### config.mk
export PLATFORM = sky130hd
export DESIGN_NAME = wav_sel_n
export DESIGN_NICKNAME = d
export VERILOG_FILES = /design/src/rtl/wav_sel_n.sv
export SDC_FILE = /design/constraint.sdc
export NUM_CORES = 1
export LEC_CHECK = 0
export ABC_CLOCK_PERIOD_IN_PS = 2260
export CELL_PAD_IN_SITES_DETAIL_PLACEMENT = 0
export CELL_PAD_IN_SITES_GLOBAL_PLACEMENT = 1
export CORE_UTILIZATION = 26
export CTS_BUF_LIST = sky130_fd_sc_hd__clkbuf_16
export CTS_CLUSTER_SIZE = 16
export DETAILED_ROUTE_END_ITERATION = 10
export GPL_ROUTABILITY_DRIVEN = 0
export GPL_TIMING_DRIVEN = 0
export MAX_ROUTING_LAYER = met4
export PLACE_DENSITY = 0.86
export SYNTH_ARGS = -nofsm -noshare
export SYNTH_HDL_FRONTEND = slang
export SYNTH_SLANG_ARGS = --single-unit
### constraint.sdc
create_clock -name clk -period 2.26 [get_ports clk]
set_input_delay 0.226 -clock clk [delete_from_list [all_inputs] [get_ports clk]]
set_output_delay 0.226 -clock clk [all_outputs]
set_load 0.03 [all_outputs]
### src/rtl/wav_sel_n.sv
// wav_sel_n: registers one of NUM_WAVES sample streams toward the DAC, stepped by inc/dec
// buttons or loaded directly. Define WAV_SEL_N_XFADE_EN to compile in the linear crossfade.
module wav_sel_n #(
  parameter int NUM_WAVES  = 4,
  parameter int WIDTH      = 8,
  parameter int SEL_W      = 2,
  parameter int XFADE_LOG2 = 4
) (
  input  logic                       clk,
  input  logic                       rst,
  input  logic [NUM_WAVES*WIDTH-1:0] wav_in,
  input  logic                       sample_en,
  input  logic                       inc,
  input  logic                       dec,
  input  logic                       load,
  input  logic [SEL_W-1:0]           load_sel,
  output logic [WIDTH-1:0]           wav,
  output logic [SEL_W-1:0]           sel,
  output logic                       busy
);

  if (SEL_W != $clog2(NUM_WAVES)) begin : g_bad_sel_w
    $error("wav_sel_n: SEL_W must equal clog2(NUM_WAVES)");
  end
  if (NUM_WAVES < 2 || NUM_WAVES > 16 || XFADE_LOG2 < 1 || XFADE_LOG2 > 8) begin : g_bad_range
    $error("wav_sel_n: NUM_WAVES or XFADE_LOG2 out of range");
  end

  localparam logic [SEL_W-1:0] LAST_SEL = SEL_W'(NUM_WAVES - 1);

  // Bit 0 tracks inc, bit 1 tracks dec through the synchroniser and edge detector.
  logic [1:0]       btn_s1_q, btn_s1_d;
  logic [1:0]       btn_s2_q, btn_s2_d;
  logic [1:0]       btn_prev_q, btn_prev_d;
  logic             inc_edge, dec_edge;
  logic [SEL_W-1:0] sel_q, sel_d;
  logic [WIDTH-1:0] wav_q, wav_d;
  logic [WIDTH-1:0] cur_smp;
  logic             req;
  logic [SEL_W-1:0] req_sel;

  always_comb begin
    btn_s1_d   = {dec, inc};
    btn_s2_d   = btn_s1_q;
    btn_prev_d = btn_s2_q;
    inc_edge   = btn_s2_q[0] & ~btn_prev_q[0];
    dec_edge   = btn_s2_q[1] & ~btn_prev_q[1];
  end

  assign cur_smp = wav_in[int'(sel_q)*WIDTH +: WIDTH];

  // A load strobe owns the cycle even when its index is rejected; button edges are discarded.
  always_comb begin
    // NOTE: every output of a combinational block gets a default first, so no path can infer a latch.
    req     = 1'b0;
    req_sel = sel_q;
    if (load) begin
      if ((int'(load_sel) < NUM_WAVES) && (load_sel != sel_q)) begin
        req     = 1'b1;
        req_sel = load_sel;
      end
    end else if (inc_edge && !dec_edge) begin
      req     = 1'b1;
      req_sel = (sel_q == LAST_SEL) ? '0 : sel_q + 1'b1;
    end else if (dec_edge && !inc_edge) begin
      req     = 1'b1;
      req_sel = (sel_q == '0) ? LAST_SEL : sel_q - 1'b1;
    end
  end

`ifdef WAV_SEL_N_XFADE_EN
  localparam int                    MIX_W  = WIDTH + XFADE_LOG2 + 1;
  localparam logic [XFADE_LOG2-1:0] K_LAST = '1;

  typedef enum logic {ST_IDLE, ST_FADE} state_e;

  state_e                state_q, state_d;
  logic [SEL_W-1:0]      old_sel_q, old_sel_d;
  logic [XFADE_LOG2-1:0] k_q, k_d;
  logic [WIDTH-1:0]      old_smp;
  logic [MIX_W-1:0]      mix_sum;
  logic [WIDTH-1:0]      mix_smp;

  assign old_smp = wav_in[int'(old_sel_q)*WIDTH +: WIDTH];

  // Weights sum to 2^L, so the sum fits WIDTH+L bits and the shift truncates.
  assign mix_sum = MIX_W'(old_smp) * ((MIX_W'(1) << XFADE_LOG2) - MIX_W'(k_q))
                 + MIX_W'(cur_smp) * MIX_W'(k_q);
  assign mix_smp = WIDTH'(mix_sum >> XFADE_LOG2);

  always_comb begin
    state_d   = state_q;
    sel_d     = sel_q;
    old_sel_d = old_sel_q;
    k_d       = k_q;
    wav_d     = cur_smp;
    case (state_q)
      ST_IDLE: begin
        if (req) begin
          old_sel_d = sel_q;
          sel_d     = req_sel;
          k_d       = '0;
          state_d   = ST_FADE;
        end
      end
      ST_FADE: begin
        wav_d = mix_smp;
        if (sample_en) begin
          k_d = k_q + 1'b1;
          if (k_q == K_LAST) state_d = ST_IDLE;
        end
      end
      default: state_d = ST_IDLE;
    endcase
  end

  always_ff @(posedge clk or posedge rst) begin
    if (rst) begin
      state_q   <= ST_IDLE;
      old_sel_q <= '0;
      k_q       <= '0;
    end else begin
      state_q   <= state_d;
      old_sel_q <= old_sel_d;
      k_q       <= k_d;
    end
  end

  assign busy = (state_q == ST_FADE);
`else
  logic unused_sample_en;

  always_comb begin
    sel_d = req ? req_sel : sel_q;
    wav_d = cur_smp;
  end

  assign busy             = 1'b0;
  assign unused_sample_en = sample_en;
`endif

  always_ff @(posedge clk or posedge rst) begin
    // NOTE: state flops use non-blocking assignment and an async reset so every flop sees pre-edge values.
    if (rst) begin
      btn_s1_q   <= '0;
      btn_s2_q   <= '0;
      btn_prev_q <= '0;
      sel_q      <= '0;
      wav_q      <= '0;
    end else begin
      btn_s1_q   <= btn_s1_d;
      btn_s2_q   <= btn_s2_d;
      btn_prev_q <= btn_prev_d;
      sel_q      <= sel_d;
      wav_q      <= wav_d;
    end
  end

  assign wav = wav_q;
  assign sel = sel_q;

endmodule

==> results by group <==
Clock tree
  – CTS tree: yes
  – Worst skew pair latency: around 0.24 ns
  – Clock Sinks: 16
  – Setup Buffers After CTS: 0
  – Root Buffer: clkbuf_16
  – Worst-case clock buffer depth: 2
  – Reg clk slew, reported paths: 0.05 ns
  – H-tree depth: 1
  – CTS buffer count: 3
  – Hold Buf Count CTS: 0
  – Post-CTS Resized: 0

Worst setup path
  – CP arrival: 2.02 ns
  – Kind of critical path: reg -> reg
  – Worst path slowest cell: clkbuf_1
  – Crit path required time: 2.38 ns
  – Critical Path Fanout Max: 10
  – Top delay family on crit path: buffers and inverters
  – Worst setup startpoint: sel[1]$_DFFE_PP0P_
  – WP buf/inv: 2
  – Worst reg2reg startpoint: sel[1]$_DFFE_PP0P_
  – CP Launch Type: flop
  – Max incr delay on CP: 0.45 ns
  – Worst setup EP type: flop
  – Crit-path cells: clkbuf_1, inv_1, ha_1, xor2_1, nor4_1, a311o_1

Cells and area
  – ANT cells: 0
  – Area growth from synthesis to layout: 78.5%
  – Ratio of cells with drive above 1 in the final layout: 0.135
  – Final instance area: 1360 sq um
  – Nets: ~150

Route
  – Total wire length: 1720 um
  – DRT Pass-1 Iters: 4
  – Drt wl/cell: 12.7 um
  – # DRC: 0
  – DR vias: 630
  – Via density: 4.67
  – Initial DRC Count: 7
  – Antenna violation net count after detailed routing: 0

Logic synthesis
  – Mapped Cells: between 50 and 60
  – Flops & latches, synth: 16
  – Yosys warnings: 0
  – Post-synthesis sequential area ratio: 0.525
  – Synth top cells by count: 16 x dfrtp_1, 8 x mux4_2, 7 x inv_1, 4 x ha_1
  – Synth Cell Area: 762 sq um
  – Main synth FF type: dfrtp_1
  – Largest area contributor in the netlist: dfrtp_1
  – Top cells by area, synth: dfrtp_1 53%, mux4_2 24%, ha_1 6.6%
  – Post-Synthesis Mean Instance Area: 14.7 sq um
  – Top cell type's share of synthesized area: 0.525
  – Synth unique cells: 19
  – Net Count, Synth: 96
  – Most common cell in the netlist: dfrtp_1
  – EDFF count, synth: 0
  – Ys async rst share: 1.00

Global routing
  – Vias in the first global route: 679
  – GRT met1 Usage: 0.145
  – Grt total ovfl: 0
  – Antenna violations before repair: 0
  – First-pass GRT wire length: approximately 3000 um
  – GR Layer Usage met3: 0.0302
  – Busiest grt layer: met2
  – GRT Overall Usage: 0.127
  – M2 GR Usage: 0.213
  – Largest net degree at the start of global routing: 17

STA
  – Unrepaired setup endpoints after global routing: no
  – Post-route clock period utilization: 0.841
  – Final hold vios: 0
  – Fmax: 0.526 GHz
  – Max_slew headroom: 0.597
  – Min Clock Period, post-route: 1.90 ns
  – Final setup TNS: 0 ns
  – Final setup viols: 0
  – Max-slew violations: 0
  – Worst-Margin Slew: 0.603 ns
  – Clock skew: 0.00231 ns

Die
  – Initial Util: 0.276
  – Row Count: 19
  – Die area: between 3000 and 4000 sq um
  – # IOs: 51
  – Core area: 2760 sq um
  – Die H: 56.1 um
  – Die W: around 56 um

Place
  – Port bufs: 48
  – Hpwl dp: between 1000 and 1500 um
  – Area after DPL: 1280 sq um

Pwr
  – Combinational group share of total power: 0.306
  – Flop pwr share: 0.345
  – Peak supply drop: slightly above 0.6 mV
  – Leakage: between 0.0005 and 0.0006 uW
  – Clock share of power: 0.349
  – Psw: between 200 and 250 uW
  – P per Cell Area: 711 nW/um^2
  – Pint: about 720 uW
  – Switching share of power: 0.256

Hold path
  – Hold/Removal Path Class: reg -> reg
  – Min-delay src: btn_s1_q[1]$_DFF_PP0_

Job
  – Max-Cap Viols: 0

Run status
  – Status: complete, no violations
[layout by cell type, fill, tap and decap left out, types with 2 or more instances in the layout]
master	instances
ha_1	4
inv_1	7
dfrtp_1	16
mux4_2	8
clkbuf_16	3
a21oi_1	2
o211ai_1	2
clkdlybuf4s50_1	48
[metrics by stage]
stage	power [uW]	cells	setup slack [ns]	hold WS (ns)	util
floorplan	494	52	0.415	0.140	-
global placement	631	131	0.426	0.337	0.465
detailed placement	639	131	0.353	0.338	0.465
CTS	983	135	0.336	0.349	0.493
global route	1010	135	0.196	0.365	0.493
finish	967	135	0.359	0.347	0.493
[flip-flops by register name, summed over array words and instances, names as in the netlist]
name	cells
sel	2
wav	8
btn_prev_q	2
btn_s1_q	2
btn_prev_d	2
[worst register-to-register path: stages, from the launching register on]
cell and delay, ns:
dfrtp_1 0.36, clkbuf_1 0.45, inv_1 0.10, ha_1 0.31, xor2_1 0.17, nor4_1 0.06
a311o_1 0.32
[power groups by stage]
stage / Clock [uW] / Combinational, uW / Sequential, uW
floorplan: 0 / 93.5 / 400
global placement: 0 / 292 / 338
detailed placement: 0 / 299 / 340
CTS: 348 / 300 / 335
global route: 360 / 317 / 338
finish: 337 / 296 / 334
[layout make-up]
| cell class | instances | area (sq um) |
|---|---|---|
| Buffer | 3 | 16.3 |
| Multi-Input combinational cell | 26 | 319 |
| Fill cell | 262 | 1400 |
| Timing Repair Buffer | 48 | 480 |
| Inverter | 7 | 26.3 |
| Tap cell | 31 | 38.8 |
| Sequential cell | 16 | 400 |
| Clock inverter | 1 | 3.75 |
| Clock buffer | 3 | 75.1 |
[metal layers]
layer  vias to the layer above  wire length, um
met2                        47              865
li1                        287                -
met1                       292              617
met3                         4              206
met5                         -                0
met4                         0               29
[final timing paths]
kind	to	cells after the start	slack [ns]
max in group asynchronous	btn_prev_d[1]$_DFF_PP0_	2	1.51
setup reg to reg	sel[1]$_DFFE_PP0P_	6	0.36
hold / removal	btn_prev_d[1]$_DFF_PP0_	0	0.35
min in group asynchronous	wav[7]$_DFF_PP0_	2	0.36
setup / recovery	sel[1]$_DFFE_PP0P_	6	0.36
hold reg to reg	btn_prev_d[1]$_DFF_PP0_	0	0.35
[cells by family after synthesis]
| logic type | after synthesis | share of synthesized area |
|---|---|---|
| xor gates and xnor gates | 1 | 0.0115 |
| and+or+nand+nor | 7 | 0.0542 |
| adders and majority gates | 4 | 0.0657 |
| muxes | 8 | 0.236 |
| DFF | 16 | 0.525 |
| buffers and inverters | 10 | 0.0558 |
| other | 1 | 0.00492 |
| AOI/OAI and AO/OA | 5 | 0.0460 |
(Power assumes the default switching activity.)
